===== src/rtl/peripheral_comunicaciones_rx.sv =====
// Comunicaciones serial receiver: 16x-oversampled async frames, small byte FIFO, J1 bus registers.
// Define COMUNICACIONES_RX_PARITY_EN to receive 8E1 frames and report parity errors (perr).
module peripheral_comunicaciones_rx #(
    parameter int clkFreq    = 50000000,
    parameter int baudRate   = 115200,
    parameter int FIFO_DEPTH = 4
) (
    input  logic        clk,
    input  logic        rst,
    input  logic [15:0] d_in,
    input  logic        cs,
    input  logic [3:0]  addr,
    input  logic        rd,
    input  logic        wr,
    output logic [15:0] d_out,
    input  logic        rx,
    output logic        rx_avail
);
    localparam int DIV_RAW = clkFreq / (baudRate * 16);
    localparam int DIV     = (DIV_RAW < 1) ? 1 : DIV_RAW;
    localparam int TW      = (DIV > 1) ? $clog2(DIV) : 1;
    localparam int PW      = $clog2(FIFO_DEPTH);
    localparam int CW      = PW + 1;

    typedef enum logic [2:0] {
        IDLE,
        START,
        DATA,
`ifdef COMUNICACIONES_RX_PARITY_EN
        PARITY,
`endif
        STOP,
        BREAK
    } state_t;

    logic [TW-1:0] tickCnt_q;
    logic          tick;
    logic          rxMeta_q;
    logic          rxS_q;
    logic [1:0]    syncFill_q;
    logic          armed_q;
    state_t        state_q;
    logic [3:0]    scnt_q;
    logic [2:0]    bcnt_q;
    logic [7:0]    shreg_q;

    logic [7:0]    mem_q [FIFO_DEPTH];
    logic [PW-1:0] wrPtr_q;
    logic [PW-1:0] rdPtr_q;
    logic [CW-1:0] count_q;
    logic [CW-1:0] count_d;
    logic          popLevel_q;
    logic          ovr_q;
    logic          ovr_d;
    logic          ferr_q;
    logic          ferr_d;
    logic          perr;

    logic          empty;
    logic          full;
    logic          stopDone;
    logic          pushReq;
    logic          pushDo;
    logic          popLevel;
    logic          popDo;
    logic          clrWr;

    assign tick = (tickCnt_q == TW'(DIV - 1));

    always_ff @(posedge clk) begin
        if (rst) begin
            tickCnt_q <= '0;
        end else if (tick) begin
            tickCnt_q <= '0;
        end else begin
            tickCnt_q <= tickCnt_q + 1'b1;
        end
    end

    // The synchroniser resets to 1, so armed only trusts rxS_q once real line samples have
    // flushed through both flops; a line held low across reset therefore never arms.
    always_ff @(posedge clk) begin
        if (rst) begin
            rxMeta_q   <= 1'b1;
            rxS_q      <= 1'b1;
            syncFill_q <= '0;
            armed_q    <= 1'b0;
        end else begin
            rxMeta_q   <= rx;
            rxS_q      <= rxMeta_q;
            syncFill_q <= {syncFill_q[0], 1'b1};
            if (syncFill_q[1] && rxS_q) begin
                armed_q <= 1'b1;
            end
        end
    end

    always_ff @(posedge clk) begin
        if (rst) begin
            state_q <= IDLE;
            scnt_q  <= '0;
            bcnt_q  <= '0;
            shreg_q <= '0;
        end else if (tick) begin
            case (state_q)
                IDLE: begin
                    if (armed_q && !rxS_q) begin
                        state_q <= START;
                        scnt_q  <= '0;
                    end
                end
                START: begin
                    if (scnt_q == 4'd7) begin
                        scnt_q <= '0;
                        bcnt_q <= '0;
                        state_q <= rxS_q ? IDLE : DATA;
                    end else begin
                        scnt_q <= scnt_q + 1'b1;
                    end
                end
                DATA: begin
                    if (scnt_q == 4'd15) begin
                        scnt_q  <= '0;
                        shreg_q <= {rxS_q, shreg_q[7:1]};
                        if (bcnt_q == 3'd7) begin
`ifdef COMUNICACIONES_RX_PARITY_EN
                            state_q <= PARITY;
`else
                            state_q <= STOP;
`endif
                        end else begin
                            bcnt_q <= bcnt_q + 1'b1;
                        end
                    end else begin
                        scnt_q <= scnt_q + 1'b1;
                    end
                end
`ifdef COMUNICACIONES_RX_PARITY_EN
                PARITY: begin
                    if (scnt_q == 4'd15) begin
                        scnt_q  <= '0;
                        state_q <= STOP;
                    end else begin
                        scnt_q <= scnt_q + 1'b1;
                    end
                end
`endif
                STOP: begin
                    if (scnt_q == 4'd15) begin
                        scnt_q  <= '0;
                        state_q <= rxS_q ? IDLE : BREAK;
                    end else begin
                        scnt_q <= scnt_q + 1'b1;
                    end
                end
                BREAK: begin
                    if (rxS_q) begin
                        state_q <= IDLE;
                    end
                end
                default: state_q <= IDLE;
            endcase
        end
    end

    // Push is decoded straight from the stop-bit sample so the byte lands on that same edge.
    assign stopDone = tick && (state_q == STOP) && (scnt_q == 4'd15);
    assign pushReq  = stopDone && rxS_q;
    assign empty    = (count_q == '0);
    assign full     = (count_q == CW'(FIFO_DEPTH));
    assign pushDo   = pushReq && !full;
    assign popLevel = cs && rd && (addr == 4'h0);
    assign popDo    = popLevel && !popLevel_q && !empty;
    assign clrWr    = cs && wr && (addr == 4'h4);

    always_comb begin
        count_d = count_q;
        if (pushDo && !popDo) begin
            count_d = count_q + 1'b1;
        end else if (!pushDo && popDo) begin
            count_d = count_q - 1'b1;
        end
        ovr_d  = (pushReq && full) || (ovr_q && !(clrWr && d_in[0]));
        ferr_d = (stopDone && !rxS_q) || (ferr_q && !(clrWr && d_in[1]));
    end

    always_ff @(posedge clk) begin
        if (rst) begin
            wrPtr_q    <= '0;
            rdPtr_q    <= '0;
            count_q    <= '0;
            popLevel_q <= 1'b0;
            ovr_q      <= 1'b0;
            ferr_q     <= 1'b0;
        end else begin
            popLevel_q <= popLevel;
            count_q    <= count_d;
            ovr_q      <= ovr_d;
            ferr_q     <= ferr_d;
            if (pushDo) begin
                wrPtr_q <= wrPtr_q + 1'b1;
            end
            if (popDo) begin
                rdPtr_q <= rdPtr_q + 1'b1;
            end
        end
    end

    always_ff @(posedge clk) begin
        if (pushDo) begin
            mem_q[wrPtr_q] <= shreg_q;
        end
    end

`ifdef COMUNICACIONES_RX_PARITY_EN
    logic perr_q;
    logic perrSet;
    logic unused_dIn;

    // Even parity: the eight data bits plus the parity bit must XOR to zero.
    assign perrSet = tick && (state_q == PARITY) && (scnt_q == 4'd15) && (^{shreg_q, rxS_q});

    always_ff @(posedge clk) begin
        if (rst) begin
            perr_q <= 1'b0;
        end else begin
            perr_q <= perrSet || (perr_q && !(clrWr && d_in[2]));
        end
    end

    assign perr       = perr_q;
    assign unused_dIn = ^d_in[15:3];
`else
    logic unused_dIn;

    assign perr       = 1'b0;
    assign unused_dIn = ^d_in[15:2];
`endif

    always_comb begin
        d_out = '0;
        case (addr)
            4'h0: begin
                if (!empty) begin
                    d_out = {8'h00, mem_q[rdPtr_q]};
                end
            end
            4'h2: d_out = {11'b0, perr, full, ferr_q, ovr_q, !empty};
            default: d_out = '0;
        endcase
    end

    assign rx_avail = !empty;

endmodule


===== config.mk =====
export PLATFORM = sky130hd
export DESIGN_NAME = peripheral_comunicaciones_rx
export DESIGN_NICKNAME = d
export VERILOG_FILES = /design/src/rtl/peripheral_comunicaciones_rx.sv
export SDC_FILE = /design/constraint.sdc
export NUM_CORES = 1
export LEC_CHECK = 0
export CAP_MARGIN = 20
export CELL_PAD_IN_SITES_DETAIL_PLACEMENT = 2
export CELL_PAD_IN_SITES_GLOBAL_PLACEMENT = 2
export CORE_AREA = 3 3 92 116
export CTS_CLUSTER_SIZE = 25
export DETAILED_ROUTE_END_ITERATION = 10
export DIE_AREA = 0 0 95 119
export PLACE_DENSITY_LB_ADDON = 0.05
export SLEW_MARGIN = 40
export SYNTH_ARGS = -nofsm -noshare
export SYNTH_HDL_FRONTEND = slang
export SYNTH_SLANG_ARGS = --single-unit

===== constraint.sdc =====
create_clock -name clk -period 2.5 [get_ports clk]
set_input_delay 0.25 -clock clk [delete_from_list [all_inputs] [get_ports clk]]
set_output_delay 0.25 -clock clk [all_outputs]
set_load 0.005 [all_outputs]

==> impl_metrics.yaml <==
routing:
  first_iter_violations: 64
  vias_per_cell: 4.86
  vias: 2130
  wirelength_mm: 7.30
  dr.pass1.iters: 4
  wl_per_cell_um: 16.7
  ant_nets: 0
  route.detailed.drc: 0
job:
  cap_violations: 0
finish:
  register_area_sq_mm: 0.00176
  antenna_cells: 0
  final_core_util_pct: 40.5
  nNetsFinal: 344
  fillers: 1027
  multi_input_area_sq_mm: 0.00131
  area_delta_synth_final_pct: 23.3
  drive_above_1_share_pct: 17.6
timing:
  tightest_slew_ns: 0.571
  fmax_mhz: 428
  post-route-period-util_pct: 93.5
  rsz0062_at_grt: "false"
  worst_slack_ns: 0.162
  drv_slew: 0
  hold_viol_final: 0
  max-slew-margin-rel_pct: 61.8
  skew_ns: 0.00420
  timing.setup.tns_ns: 0
  finalSetupViolCount: 0
  final.min_clock_period_ns: 2.34
critical_path:
  crit-reg2reg-launch: "tickCnt_q[0]$_SDFF_PP0_"
  arrival_ns: 2.09
  critPathRequiredTime_ns: 2.25
  worstSetupPathType: "reg -> out"
  crit_start: "count_q[0]$_SDFFE_PP0P_"
  reg2reg_slack_ns: 0.17
  critPathLaunchType: "flop"
  cp_max_fo: 6
  worstSetupEndpointType: "output pin"
synthesis:
  synth_edf_count: 32
  synth.avg_cell_area_sq_um: 11.8
  yosys_warnings: 0
  yosys.cell_types.count: 50
  synth_ff_type: "dfxtp_1"
  seq_area_frac_synth_pct: 55.6
  ys_seq_elements: 72
  synth_area_sq_mm: 0.00317
  async_flop_share_pct: 0
  syn_inst: 269
floorplan:
  start_util_pct: 32.8
  rows: 40
  ios: 43
  fp.dieW_um: 95
  coreArea_sq_mm: 0.00966
  die_area_sq_mm: 0.0113
  die_h_um: 119
power:
  p_per_area_mw_per_mm2: 659
  pwr-share-clk_pct: 49.7
  ir_drop_mv: 0.352
  swShare_pct: 20.2
  intPower_mw: 2.05
  seqPwrFrac_pct: 47.9
  p_total_mw: 2.58
  p_sw_mw: 0.521
  p_leak_nw: 1.41
  pwr-share-comb_pct: 2.4
worst_hold_path:
  hp-class: "reg -> reg"
  holdCritStartpoint: "rxMeta_q$_SDFF_PP1_"
clocking:
  insertion_delay_ns: 0.33
  ctsLongestPathBuffers: 2
  tritoncts: "yes"
  cts_made_buffers: 9
  cts-root-buf: "clkbuf_16"
  cts.sinks: 72
  clk_pin_slew_ns: 0.06
  htree_levels: 3
placed_design:
  dp.final_hpwl_mm: 5.22
  dp_slack_ns: 0.0345
  gp_congestion: 0.705
  numPortBuffers: 20
global_route:
  grt_pass1_vias: 2415
  globalRouteOverflowTotal: 0
  grt_max_degree: 23
  grt_first_pass_wirelength_mm: 12.4
  grtUsageTotal_pct: 14.5
  antenna_found_initial: 0
run_status:
  status: "complete, no violations"
[through the flow]
stage	area, sq um	hold WS (ns)	std cells
floorplan	3210	0.327	276
global placement	3590	0.411	420
detailed placement	3590	0.409	420
CTS	3890	0.427	436
global route	3910	0.454	438
finish	3910	0.425	438
[worst paths after layout]
kind,end,depth (start not counted)
worst max-delay path,d_out[1],6
worst min-delay path,rxS_q$_SDFF_PP1_,1
worst max register to register,count_q[2]$_SDFFE_PP0P_,10
worst min register to register,rxS_q$_SDFF_PP1_,1
[timing repair]
item                       4_1_cts  5_1_grt
setup endpoints to repair        0        5
gates resized for setup          0        2
buffers inserted                 0        2
hold buffers                     0        0
[cell usage in the layout (no fill, tap or decap), types with 9 or more instances in the layout]
cell type        netlist  final
inv_1                 12     12
a21oi_1               11     11
buf_4                  9     18
dfxtp_1               40     40
nor2_1                28     28
nand3_1               11     11
nand2_1               13     13
clkbuf_16              0      9
clkdlybuf4s50_1        0     19
mux2i_1               10     10
edfxtp_1              32     32
o21ai_0               10     10
[flip-flops by register name (all words and copies together) (netlist names), 2 cells and up, named ones only]
signal / count
mem_q: 32
shreg_q: 8
tickCnt_q: 5
scnt_q: 4
bcnt_q: 3
count_q: 3
state_q: 3
rdPtr_q: 2
syncFill_q: 2
wrPtr_q: 2
[Yosys cell counts (all sizes together), types with 7 or more instances]
cell type,number,area (sq um)
edfxtp,32,961
nand3,11,55.1
mux2i,10,100
inv,12,45.0
clkbuf,7,26.3
nor2,28,105
dfxtp,40,801
a21oi,12,63.8
nand2,13,48.8
mux4,8,180
o21ai,10,50.1
buf,11,77.6
ha,10,125
[critical path: stages, from the launching register on]
cell             delay (ns)
dfxtp_1                0.36
or3_1                  0.43
buf_4                  0.17
nand3b_1               0.09
buf_4                  0.16
o21ai_0                0.10
clkdlybuf4s50_1        0.45
[power groups by stage]
stage,Combinational (mW),Clock [mW],Sequential [mW]
floorplan,0.0368,0,1.26
global placement,0.0595,0,1.26
detailed placement,0.0609,0,1.26
CTS,0.0612,1.33,1.23
global route,0.0688,1.36,1.23
finish,0.0607,1.28,1.23
[routing by layer]
| layer | global-route usage, % | vias to the layer above | wire (um) |
|---|---|---|---|
| li1 | - | 1030 | - |
| met2 | 25.5 | 21 | 4010 |
| met4 | 5.42 | 0 | 82 |
| met1 | 16.7 | 1070 | 3030 |
| met5 | 0 | - | 0 |
| met3 | 3.41 | 9 | 182 |
[layout make-up]
type | instances | area share [%]
multi-input combinational | 174 | 33.5
timing repair buffer | 38 | 8.64
tap | 126 | 4.03
sequential | 72 | 45.1
inverter | 12 | 1.15
clock buffer | 11 | 6.21
clock inverter | 5 | 1.44
[kinds of logic (layout without fill, tap and decap cells)]
family,after synthesis,in the layout,synth area share (%)
and+or+nand+nor,94,94,17.0
DFF,72,72,55.6
AOI/OAI and AO/OA,35,35,6.99
buffers and inverters,30,66,4.70
muxes,18,18,8.84
adders and majority gates,11,11,4.58
xor gates and xnor gates,8,8,2.21
other,1,8,0.118
Power figures use the tool's default switching activity.
